===== src/rtl/cacheport_pkg.sv =====
// Shared definitions for the SDRAM cache-port responder: burst geometry,
// FSM state encoding and the critical-word-first ordering helper.
package cacheport_pkg;

  localparam int BURST_HALFWORDS = 8;
  localparam int LINE_WORDS      = 4;
  localparam int IDX_BITS        = $clog2(BURST_HALFWORDS);
  localparam int WORD_BITS       = $clog2(LINE_WORDS);

  typedef enum logic [1:0] {
    IDLE   = 2'd0,
    FETCH  = 2'd1,
    STREAM = 2'd2
  } state_t;

  // Word within the line for fill index idx; two halfwords per word, wraps in-line.
  function automatic logic [WORD_BITS-1:0] fill_word(input logic [WORD_BITS-1:0] start,
                                                     input logic [IDX_BITS-1:0]  idx);
    return start + idx[IDX_BITS-1:1];
  endfunction

endpackage


===== src/rtl/cacheport_linebuf.sv =====
// 8x16 line buffer: one write port and one registered read port.
// Indices are owned by the responder FSM.
module cacheport_linebuf
  import cacheport_pkg::*;
(
  input  logic                clk,
  input  logic                reset,
  input  logic [IDX_BITS-1:0] wr_idx,
  input  logic [15:0]         wr_data,
  input  logic                wr_en,
  input  logic [IDX_BITS-1:0] rd_idx,
  output logic [15:0]         rd_data
);

  logic [15:0] entry_reg [BURST_HALFWORDS];
  logic [15:0] rd_data_reg;

  always_ff @(posedge clk) begin
    if (wr_en) begin
      entry_reg[wr_idx] <= wr_data;
    end
  end

  always_ff @(posedge clk) begin
    if (reset) begin
      rd_data_reg <= 16'h0000;
    end else begin
      rd_data_reg <= entry_reg[rd_idx];
    end
  end

  assign rd_data = rd_data_reg;

endmodule


===== src/rtl/sdram_cacheport_responder.sv =====
// Cache line-fill responder: fetches a 16-byte line as 8 halfwords over a
// req/ack backend, then returns it as one gap-free strobed 8-cycle burst.
module sdram_cacheport_responder
  import cacheport_pkg::*;
#(
  parameter int ADDRBITS       = 25,
  parameter bit CRITICAL_FIRST = 1'b1
) (
  input  logic                clk,
  input  logic                reset,
  input  logic [31:0]         sdram_addr,
  input  logic                sdram_req,
  input  logic                sdram_rw,
  output logic                sdram_fill,
  output logic [15:0]         data_from_sdram,
  output logic [ADDRBITS-2:0] mem_addr,
  output logic                mem_req,
  input  logic                mem_ack,
  input  logic [15:0]         mem_rdata,
  output logic                busy,
  output logic                protocol_error
);

  localparam int LINEBITS = ADDRBITS - 4;

  state_t                state_reg, state_next;
  logic [IDX_BITS-1:0]   idx_reg, idx_next;
  logic [LINEBITS-1:0]   line_reg, line_next;
  logic [WORD_BITS-1:0]  start_reg, start_next;
  logic                  mem_req_reg, mem_req_next;
  logic [ADDRBITS-2:0]   mem_addr_reg, mem_addr_next;
  logic                  perr_reg, perr_next;

  logic [IDX_BITS-1:0]   idx_inc;
  logic [IDX_BITS-1:0]   rd_idx;
  logic [15:0]           rd_data;
  logic                  buf_we;
  logic                  last_idx;
  logic [WORD_BITS-1:0]  req_start;
  logic                  unused_addr_bits;

  assign idx_inc   = idx_reg + IDX_BITS'(1);
  assign last_idx  = (idx_reg == IDX_BITS'(BURST_HALFWORDS - 1));
  assign req_start = CRITICAL_FIRST ? sdram_addr[3:2] : '0;
  assign unused_addr_bits = ^{sdram_addr[31:ADDRBITS], sdram_addr[1:0]};

  always_comb begin
    state_next    = state_reg;
    idx_next      = idx_reg;
    line_next     = line_reg;
    start_next    = start_reg;
    mem_req_next  = mem_req_reg;
    mem_addr_next = mem_addr_reg;
    perr_next     = perr_reg;
    case (state_reg)
      IDLE: begin
        if (sdram_req) begin
          if (sdram_rw) begin
            line_next     = sdram_addr[ADDRBITS-1:4];
            start_next    = req_start;
            idx_next      = '0;
            mem_req_next  = 1'b1;
            mem_addr_next = {sdram_addr[ADDRBITS-1:4], req_start, 1'b0};
            state_next    = FETCH;
          end else begin
            perr_next = 1'b1;
          end
        end
      end
      FETCH: begin
        // A dropped sdram_req is deliberately ignored: the line is always completed.
        if (mem_ack) begin
          if (last_idx) begin
            mem_req_next = 1'b0;
            idx_next     = '0;
            state_next   = STREAM;
          end else begin
            idx_next      = idx_inc;
            mem_addr_next = {line_reg, fill_word(start_reg, idx_inc), idx_inc[0]};
          end
        end
      end
      STREAM: begin
        if (last_idx) begin
          idx_next   = '0;
          state_next = IDLE;
        end else begin
          idx_next = idx_inc;
        end
      end
      default: state_next = IDLE;
    endcase
  end

  always_ff @(posedge clk) begin
    if (reset) begin
      state_reg    <= IDLE;
      idx_reg      <= '0;
      line_reg     <= '0;
      start_reg    <= '0;
      mem_req_reg  <= 1'b0;
      mem_addr_reg <= '0;
      perr_reg     <= 1'b0;
    end else begin
      state_reg    <= state_next;
      idx_reg      <= idx_next;
      line_reg     <= line_next;
      start_reg    <= start_next;
      mem_req_reg  <= mem_req_next;
      mem_addr_reg <= mem_addr_next;
      perr_reg     <= perr_next;
    end
  end

  // Read one entry ahead so buffer[j] is on rd_data during stream beat j.
  assign buf_we = (state_reg == FETCH) && mem_ack;
  assign rd_idx = (state_reg == STREAM) ? idx_inc : '0;

  cacheport_linebuf u_linebuf (
    .clk     (clk),
    .reset   (reset),
    .wr_idx  (idx_reg),
    .wr_data (mem_rdata),
    .wr_en   (buf_we),
    .rd_idx  (rd_idx),
    .rd_data (rd_data)
  );

  assign sdram_fill      = (state_reg == STREAM) && (idx_reg == '0);
  assign data_from_sdram = (state_reg == STREAM) ? rd_data : 16'h0000;
  assign busy            = (state_reg != IDLE);
  assign mem_req         = mem_req_reg;
  assign mem_addr        = mem_addr_reg;
  assign protocol_error  = perr_reg;

endmodule


===== config.mk =====
export PLATFORM = sky130hd
export DESIGN_NAME = sdram_cacheport_responder
export DESIGN_NICKNAME = d
export VERILOG_FILES = /design/src/rtl/cacheport_pkg.sv /design/src/rtl/cacheport_linebuf.sv /design/src/rtl/sdram_cacheport_responder.sv
export SDC_FILE = /design/constraint.sdc
export NUM_CORES = 1
export LEC_CHECK = 0
export CAP_MARGIN = 0
export CORE_MARGIN = 10
export CORE_UTILIZATION = 40
export DETAILED_ROUTE_END_ITERATION = 7
export PLACE_DENSITY = 0.66
export SETUP_SLACK_MARGIN = 0.1
export SLEW_MARGIN = 0
export SYNTH_ARGS = -nofsm -noshare
export SYNTH_HDL_FRONTEND = slang
export SYNTH_SLANG_ARGS = --single-unit

===== constraint.sdc =====
create_clock -name clk -period 3 [get_ports clk]
set_input_delay 0.45 -clock clk [delete_from_list [all_inputs] [get_ports clk]]
set_output_delay 0.45 -clock clk [all_outputs]
set_load 0.02 [all_outputs]

==> results_dict.tcl <==
set metrics [dict create \
    post_cts_buffers 0 \
    arrival_ns 2.14 \
    rsz0062_at_grt "false" \
    netlist_area_sq_um 8100 \
    n_fill_cell 1702 \
    numCtsBuffers 17 \
    wl_um 19200 \
    p_sw_frac 0.316 \
    drt_pass1_iterations 5 \
    power_frac_clock 0.302 \
    leakage_nw 3.31 \
    finalCriticalPeriod_ns 2.59 \
    power_density_nw_per_um2 757 \
    layout.area.seq_sq_um 5250 \
    path_clk_slew_ns 0.08 \
    synth_seq_area_share 0.647 \
    synth_edf_count 128 \
    ys_seq_elements 198 \
    final_nets 758 \
    start_kind "flip-flop" \
    pre_cts_ws_ns 0.589 \
    fp.dieH_um 162 \
    final_hold_viol_count 0 \
    cp-startpoint "state_reg[0]" \
    final_cell_mix "edfxtp_1, clkdlybuf4s50_1, dfxtp_1, nand2_1, mux2_2" \
    setup_slack_ns 0.409 \
    areaGrowthSynthToFinish_pct 22.6 \
    start_util 0.403 \
    slew_viol_final 0 \
    critical_path_class "reg2out" \
    n_antenna_cell 0 \
    core_area_sq_um 20100 \
    largest_reg_flops 128 \
    drt_iter0_markers 421 \
    chipWidth_um 162 \
    hp-class "reg2reg" \
    antenna_found_initial 0 \
    p_int_mw 5.15 \
    synth_nets 666 \
    async_flop_share 0 \
    multi_input_area_sq_um 2580 \
    status "completed" \
    viasPerCell 5.38 \
    grt_pass1_wl_um 30400 \
    synth_warnings 0 \
    drive_gt1_frac 0.178 \
    synthMuxAreaShare 0.0963 \
    maxCapViolCount 0 \
    synth_top_family_by_area "compound AO/OA/AOI/OAI gates" \
    layout.cells.most_common "edfxtp_1" \
    synth_xor_area_frac 0.00293 \
    cp.required_ns 2.55 \
    die_area_sq_um 26400 \
    p_sw_mw 2.37 \
    cts_hold_buffers 0 \
    r2r-start "state_reg[1]" \
    cts_resized 0 \
    fmax_mhz 386 \
    first_global_vias 5532 \
    endpoint_kind "output pin" \
    setup_viol 0 \
    rows 52 \
    setup_tns_ns 0 \
    wl_per_cell_um 19.7 \
    synth_cell_types 43 \
    vias 5264 \
    crit_fanout 37 \
    ios 97 \
    grt_overflow 0 \
    synth_simple_gate_area_frac 0.0699 \
    cts.sinks 198 \
    gp_congestion 0.748 \
    pwr-share-seq 0.431 \
    holdWs_ns 0.461 \
    cts_tree "done" \
    combPwrFrac 0.267 \
    portBuffers 87 \
    grt_max_degree 40 \
    syn_area_per_cell_sq_um 13.4 \
    track_usage 0.148 \
    ctsRootBufferMaster "clkbuf_16" \
    drc 0 \
    finalCritPeriodShare 0.864 \
    clock_skew_ns 0.0111 \
    synth_ff_type "edfxtp_1" \
    hpwlAfterDp_um 12500 \
    synthAdderAreaFrac 0.0154 \
    syn_inst 603 \
    ir_worst_vdd_mv 0.557 \
    synth_compound_area_frac 0.132 \
    tightest_slew_ns 0.776 \
    cts_max_level 4 \
    clkLatencyLatePin_ns 0.44 \
    min_from "line_reg[5]" \
    ant_nets 0 \
    clockBufferDepth 2 \
    maxSlewHeadroom 0.481 \
]
-- synthesized netlist by cell type (2+ instances only) --
cell type  number  area (sq um)
nor2_1          9          33.8
nand2b_1        3          18.8
nand3b_1        2          15.0
nand3_1         4          20.0
edfxtp_1      128          3840
a221oi_1        2          17.5
nor3_1          3          15.0
ha_1           10           125
o221ai_1       32           280
a2111oi_0      22           193
mux2_2         48           541
a31o_2          6          52.6
nor2b_1         2          12.5
and2_1         32           200
a21oi_1        40           200
buf_4           4          30.0
a31o_1         16           140
o311ai_0        3          26.3
inv_1          11          41.3
o21ai_0        18          90.1
mux2i_1        24           240
nand2_1        56           210
clkbuf_1       26          97.6
dfxtp_1        70          1400
buf_2          14          70.1
-- metal layers --
metal	track usage	vias up	share of wire	wire (um)
met5	0	-	0	0
met4	0.0529	0	0.017	336
met3	0.0508	27	0.073	1400
met2	0.235	180	0.48	9160
met1	0.182	2572	0.43	8340
li1	-	2485	-	-
-- kinds of logic after synthesis --
group,Yosys count
compound gates,146
xor+xnor,1
fa+ha+maj,10
buf+inv,59
flops,198
mux,72
simple gates,117
-- worst paths after layout --
kind              cells after the start     endpoint  slack [ns]
hold reg to reg                       2  line_reg[5]        0.46
setup reg to reg                      5  mem_addr[2]        0.73
setup / recovery                      6   sdram_fill        0.41
hold / removal                        2  line_reg[5]        0.46
-- worst max-delay path: stages (launching register included) --
cell and delay, ns:
dfxtp_1 0.35, inv_1 0.09, ha_1 0.20, buf_12 0.22, nand2_1 0.08, nor2_1 0.09, clkdlybuf4s50_1 0.66
-- per-stage QoR --
| stage | total power, mW | instance area, sq um | utilization | std cells |
|---|---|---|---|---|
| floorplan | 4.66 | 8100 | - | 603 |
| global placement | 5.24 | 9340 | 0.465 | 946 |
| detailed placement | 5.31 | 9340 | 0.465 | 946 |
| CTS | 7.57 | 9940 | 0.494 | 978 |
| global route | 7.88 | 9940 | 0.494 | 978 |
| finish | 7.52 | 9940 | 0.494 | 978 |
-- final cells by class --
cell class,instances,area share
sequential,198,0.528
multi-input combinational,346,0.260
timing repair buffer,121,0.115
clock buffer,17,0.0428
tap,270,0.0340
clock inverter,15,0.0171
inverter,11,0.00415
-- power groups by stage --
stage               clock network [mW]  logic [mW]  registers, mW
floorplan                            0        1.26           3.40
global placement                     0        1.95           3.29
detailed placement                   0        2.01           3.30
CTS                               2.31        2.01           3.24
global route                      2.43        2.19           3.26
finish                            2.27        2.01           3.24
No activity file was read; power rests on OpenSTA's default activity.
